**src/rtl/divisor_pkg.sv**
```systemverilog
// Shared types and helpers for the sequential restoring divider.
// Holds the FSM state encoding, counter sizing and two's-complement negation.
package divisor_pkg;

    typedef enum logic [1:0] {
        IDLE = 2'd0,
        CALC = 2'd1,
        FIX  = 2'd2
    } state_e;

    localparam int unsigned MAX_WIDTH = 32;

    // Step counter width for a given operand width; it counts WIDTH-1 down to 0.
    function automatic int unsigned cnt_width(input int unsigned w);
        return int'($clog2(w));
    endfunction

    // Callers truncate the result back to their own operand width.
    function automatic logic [MAX_WIDTH-1:0] twos_neg(input logic [MAX_WIDTH-1:0] v);
        return (~v) + {{(MAX_WIDTH-1){1'b0}}, 1'b1};
    endfunction

endpackage

```
**src/rtl/divisor_passo.sv**
```systemverilog
// One combinational restoring-division step: shift in the next dividend bit,
// then trial-subtract the divisor from the partial remainder.
module divisor_passo #(
    parameter int unsigned WIDTH = 8
) (
    input  logic [WIDTH-1:0] rem_i,
    input  logic             dvd_msb_i,
    input  logic [WIDTH-1:0] dvs_i,
    output logic [WIDTH-1:0] rem_o,
    output logic             q_bit_o
);

    // The shifted remainder needs WIDTH+1 bits so the compare cannot overflow;
    // the stored remainder is always below the divisor and fits in WIDTH bits.
    logic [WIDTH:0] trial;

    assign trial   = {rem_i, dvd_msb_i};
    assign q_bit_o = (trial >= {1'b0, dvs_i});
    assign rem_o   = q_bit_o ? WIDTH'(trial - {1'b0, dvs_i}) : trial[WIDTH-1:0];

endmodule

```
**src/rtl/divisor_seq_nbits.sv**
```systemverilog
// Sequential restoring divider, one quotient bit per cycle, signed or unsigned
// per operation, with start/busy/done handshake and div-by-zero/overflow flags.
module divisor_seq_nbits
    import divisor_pkg::*;
#(
    parameter int unsigned WIDTH = 8
) (
    input  logic             clk,
    input  logic             rst_n,
    input  logic             start,
    input  logic             signed_mode,
    input  logic [WIDTH-1:0] A,
    input  logic [WIDTH-1:0] B,
    output logic             busy,
    output logic             done,
    output logic [WIDTH-1:0] Q,
    output logic [WIDTH-1:0] R,
    output logic             div_zero,
    output logic             overflow
);

    localparam int unsigned     CNT_W   = cnt_width(WIDTH);
    localparam logic [WIDTH-1:0] MIN_VAL = {1'b1, {(WIDTH-1){1'b0}}};

    state_e           state_q, state_d;
    logic [CNT_W-1:0] cnt_q, cnt_d;
    logic [WIDTH-1:0] rem_q, rem_d;
    logic [WIDTH-1:0] dvd_q, dvd_d;       // |A| shifting out, quotient shifting in
    logic [WIDTH-1:0] dvs_q, dvs_d;
    logic             a_neg_q, a_neg_d;   // already masked by signed_mode
    logic             b_neg_q, b_neg_d;
    logic             dz_q, dz_d;
    logic             ovf_q, ovf_d;
    logic [WIDTH-1:0] q_q, q_d;
    logic [WIDTH-1:0] r_q, r_d;
    logic             dz_out_q, dz_out_d;
    logic             ovf_out_q, ovf_out_d;
    logic             done_q, done_d;

    logic [WIDTH-1:0] step_rem;
    logic             step_q;
    logic             a_neg_in, b_neg_in;

    assign a_neg_in = signed_mode & A[WIDTH-1];
    assign b_neg_in = signed_mode & B[WIDTH-1];

    divisor_passo #(.WIDTH(WIDTH)) u_passo (
        .rem_i     (rem_q),
        .dvd_msb_i (dvd_q[WIDTH-1]),
        .dvs_i     (dvs_q),
        .rem_o     (step_rem),
        .q_bit_o   (step_q)
    );

    // NOTE: every signal written here gets a default first so no latch is inferred.
    always_comb begin
        state_d   = state_q;
        cnt_d     = cnt_q;
        rem_d     = rem_q;
        dvd_d     = dvd_q;
        dvs_d     = dvs_q;
        a_neg_d   = a_neg_q;
        b_neg_d   = b_neg_q;
        dz_d      = dz_q;
        ovf_d     = ovf_q;
        q_d       = q_q;
        r_d       = r_q;
        dz_out_d  = dz_out_q;
        ovf_out_d = ovf_out_q;
        done_d    = 1'b0;

        case (state_q)
            IDLE: begin
                if (start) begin
                    a_neg_d = a_neg_in;
                    b_neg_d = b_neg_in;
                    dvd_d   = a_neg_in ? WIDTH'(twos_neg(MAX_WIDTH'(A))) : A;
                    dvs_d   = b_neg_in ? WIDTH'(twos_neg(MAX_WIDTH'(B))) : B;
                    rem_d   = '0;
                    cnt_d   = CNT_W'(WIDTH - 1);
                    dz_d    = (B == '0);
                    ovf_d   = signed_mode && (A == MIN_VAL) && (B == '1);
                    state_d = (B == '0) ? FIX : CALC;
                end
            end
            CALC: begin
                rem_d = step_rem;
                dvd_d = {dvd_q[WIDTH-2:0], step_q};
                if (cnt_q == '0) begin
                    state_d = FIX;
                end else begin
                    cnt_d = cnt_q - CNT_W'(1);
                end
            end
            FIX: begin
                state_d   = IDLE;
                done_d    = 1'b1;
                dz_out_d  = dz_q;
                ovf_out_d = ovf_q;
                if (dz_q) begin
                    q_d = '1;
                    r_d = '0;
                end else begin
                    q_d = (a_neg_q ^ b_neg_q) ? WIDTH'(twos_neg(MAX_WIDTH'(dvd_q))) : dvd_q;
                    r_d = a_neg_q ? WIDTH'(twos_neg(MAX_WIDTH'(rem_q))) : rem_q;
                end
            end
            default: state_d = IDLE;
        endcase
    end

    // NOTE: sequential state uses non-blocking assignments only; all registers,
    // datapath included, are cleared so an aborted operation leaves no residue.
    always_ff @(posedge clk or negedge rst_n) begin
        if (!rst_n) begin
            state_q   <= IDLE;
            cnt_q     <= '0;
            rem_q     <= '0;
            dvd_q     <= '0;
            dvs_q     <= '0;
            a_neg_q   <= 1'b0;
            b_neg_q   <= 1'b0;
            dz_q      <= 1'b0;
            ovf_q     <= 1'b0;
            q_q       <= '0;
            r_q       <= '0;
            dz_out_q  <= 1'b0;
            ovf_out_q <= 1'b0;
            done_q    <= 1'b0;
        end else begin
            state_q   <= state_d;
            cnt_q     <= cnt_d;
            rem_q     <= rem_d;
            dvd_q     <= dvd_d;
            dvs_q     <= dvs_d;
            a_neg_q   <= a_neg_d;
            b_neg_q   <= b_neg_d;
            dz_q      <= dz_d;
            ovf_q     <= ovf_d;
            q_q       <= q_d;
            r_q       <= r_d;
            dz_out_q  <= dz_out_d;
            ovf_out_q <= ovf_out_d;
            done_q    <= done_d;
        end
    end

    assign busy     = (state_q != IDLE);
    assign done     = done_q;
    assign Q        = q_q;
    assign R        = r_q;
    assign div_zero = dz_out_q;
    assign overflow = ovf_out_q;

endmodule

```
**config.mk**
```make
export PLATFORM = sky130hd
export DESIGN_NAME = divisor_seq_nbits
export DESIGN_NICKNAME = d
export VERILOG_FILES = /design/src/rtl/divisor_pkg.sv /design/src/rtl/divisor_passo.sv /design/src/rtl/divisor_seq_nbits.sv
export SDC_FILE = /design/constraint.sdc
export NUM_CORES = 1
export LEC_CHECK = 0
export CAP_MARGIN = 30
export CORE_AREA = 8 8 127 100
export DETAILED_ROUTE_END_ITERATION = 10
export DIE_AREA = 0 0 135 108
export SETUP_SLACK_MARGIN = 0.4
export SLEW_MARGIN = 10
export SYNTH_ARGS = -nofsm -noshare
export SYNTH_HDL_FRONTEND = slang
export SYNTH_SLANG_ARGS = --single-unit
```
**constraint.sdc**
```tcl
create_clock -name clk -period 3 [get_ports clk]
set_input_delay 0.3 -clock clk [delete_from_list [all_inputs] [get_ports clk]]
set_output_delay 0.3 -clock clk [all_outputs]
set_load 0.01 [all_outputs]
```
==> reports/metrics.cfg <==
[run_status]
status = complete, no violations

[clocking]
clockBufferDepth = 2
cts_buffers = 5
tritoncts = built
holdBufCountCts = 0
cts_htree_levels = 2
path_clk_slew_ns = 0.07
cts_resized = 0
post_cts_buffers = 0
root_buffer = clkbuf_16
clock_sinks = 52
insertion_delay_ns = 0.29

[routing]
drtAntennaViolNets = 0
drt_iter0_drc = 123
num_vias = 2527
drt_first_pass_iters = 4
drt-total-wl_um = 7280
wl_per_cell_um = 13.9
avgViaCountPerCell = 4.81
drc_errors = 0

[grt]
grt_pass1_wl_um = 12200
grt_usage_pct = 10.3
antenna_found_initial = 0
overflow = 0
grt_pass1_vias = 2489
grt_max_degree = 35

[placed_design]
port_buffers = 39
place_ws_ns = 0.608
dp_hpwl_um = 5740
place_congestion = 0.850

[timing]
tightest_slew_ns = 0.750
fin_tns_setup_ns = 0
final_hold_viol_count = 0
fin_hold_ws_ns = 0.0672
setup_violations = 0
fin_skew_ns = 0.00421
period_share_pct = 80.0
setup_ws_ns = 0.599
rsz0062_at_grt = false
relSlewSlack_pct = 50.0
final.min_clock_period_ns = 2.40
final-max-slew-violation-count = 0
fmax_mhz = 417

[yosys]
ys_types = 50
syn_inst = 347
avgSynthCellArea_um2 = 8.96
synth_edf_count = 0
yosysSeqAreaShare_pct = 41.8
synthTopCellsByArea = dfrtp_1 (42%), xnor2_1 (6.2%), nand2_1 (6.2%)
ys.flop_type = dfrtp_1
yosysTopAreaCell = dfrtp_1
syn_area_um2 = 3110
syn_nets = 383
synthArstFlopShare_pct = 100
netlist.area_leader.share_pct = 41.8
ys_ff_latch = 52
synth_warnings = 0

[setup_path]
critical-path-top-delay-family = compound AO/OA/AOI/OAI gates
critPathCaptureType = flip-flop
path_class = flip-flop to flip-flop
crit_chain = ha_1, and2_4, a221oi_4, a31oi_4, or2_1, a311o_1
required_ns = 3.18
startpoint = rem_q[3]
startpoint_type = flip-flop
cpMaxStageDelayCell = dfrtp_1
critPathBufInv = 0
cp_data_arrival_time_ns = 2.58
cp_slowest_stage_delay_ns = 0.46
reg2reg_from = rem_q[3]
path_max_fanout = 10

[die]
num_rows = 33
start_util_pct = 29.2
fp.coreArea_um2 = 10700
die_h_um = 108
io_pins = 40
die_area_um2 = 14600
die_w_um = 135

[power]
vdd_drop_max_mv = 0.293
leakage_nw = 1.62
p_per_area_nw_per_um2 = 1100

[finish]
fillers = 1089
antenna_cells = 0
final_common_cell = dfrtp_1
final_net_count = 420
area_growth_syn_to_layout_pct = 22.3
mostFrequentLayoutCells = dfrtp_1 (52), nand2_1 (51), clkdlybuf4s50_1 (38)
drive_above_1_share_pct = 4.94

[worst_hold_path]
hold_path.class = input port to async pin

[run]
cap_viol_max_count = 0

-- logic make-up (layout without fill, tap and decap cells) --
group,Yosys count,in the layout,share of synthesized area (%)
adders and majority gates,16,16,6.68
AOI/OAI and AO/OA,92,92,20.4
DFF,52,52,41.8
and+or+nand+nor,122,122,17.9
buffers and inverters,36,74,4.83
xor gates and xnor gates,26,26,7.32
muxes,3,3,1.01
-- where the power goes --
group          internal (W)  switching, W
Combinational       0.00105       0.00120
Sequential         0.000995      0.000286
Clock              0.000397      0.000257
Total               0.00244       0.00175
-- final cells by class --
type                            count  area, µm²  area share (%)
Sequential cell                    52       1300            34.2
Inverter                           23       86.3            2.27
Clock inverter                      2       38.8            1.02
Multi-Input combinational cell    259       1660            43.6
Timing Repair Buffer               43        415            10.9
Clock buffer                        6        129            3.39
Tap cell                          140        175            4.60
-- state kept, by name, summed over array words and instances (netlist names) --
signal,flops
state_q,2
cnt_q,3
Q,8
a_neg_q,1
dvs_q,8
dvd_q,8
done,1
dz_q,1
ovf_q,1
R,8
div_zero,1
rem_q,8
b_neg_q,1
overflow,1
-- synthesized netlist by cell type, types with 2 or more instances --
cell type and instances:
o41ai_1 2, o211ai_1 8, inv_1 23, buf_6 2
nand2b_1 5, o31ai_1 6, or4_1 2, a211o_1 2
a22oi_1 7, nor3b_1 2, xor2_1 4, a21oi_1 16
nand2_1 51, dfrtp_1 52, o311ai_0 2, a31oi_1 3
o21ai_0 28, mux2i_1 2, xnor2_1 22, a22o_1 5
nor4_1 3, nor2b_1 2, ha_1 15, nand4_1 4
clkbuf_1 11, nor3_1 7, nor2_1 33, nand3_1 4
nand3b_1 3
-- metal layers --
layer	vias to the layer above	global-route usage, %	wire [µm]
li1	1302	-	-
met1	1158	14.9	3810
met2	65	14.1	2920
met3	2	3.43	536
met4	0	2.61	16
met5	-	0	0
-- stage by stage --
| step | util (%) | std cells | cell area (µm²) | total power (W) |
|---|---|---|---|---|
| floorplan | - | 347 | 3110 | 0.00293 |
| global placement | 34.1 | 517 | 3640 | 0.00350 |
| detailed placement | 34.1 | 517 | 3640 | 0.00355 |
| CTS | 35.7 | 525 | 3800 | 0.00422 |
| global route | 35.7 | 525 | 3800 | 0.00457 |
| finish | 35.7 | 525 | 3800 | 0.00418 |
-- final timing paths --
check / depth (start not counted) / to / slack [ns]
max: 6 / rem_q[1] / 0.60
min: 1 / R[6] / 0.07
max reg2reg: 6 / rem_q[1] / 0.60
min reg2reg: 2 / div_zero / 0.48
max in group asynchronous: 2 / dvs_q[7] / 2.18
min in group clk: 2 / div_zero / 0.48
Power figures use the tool's default switching activity.
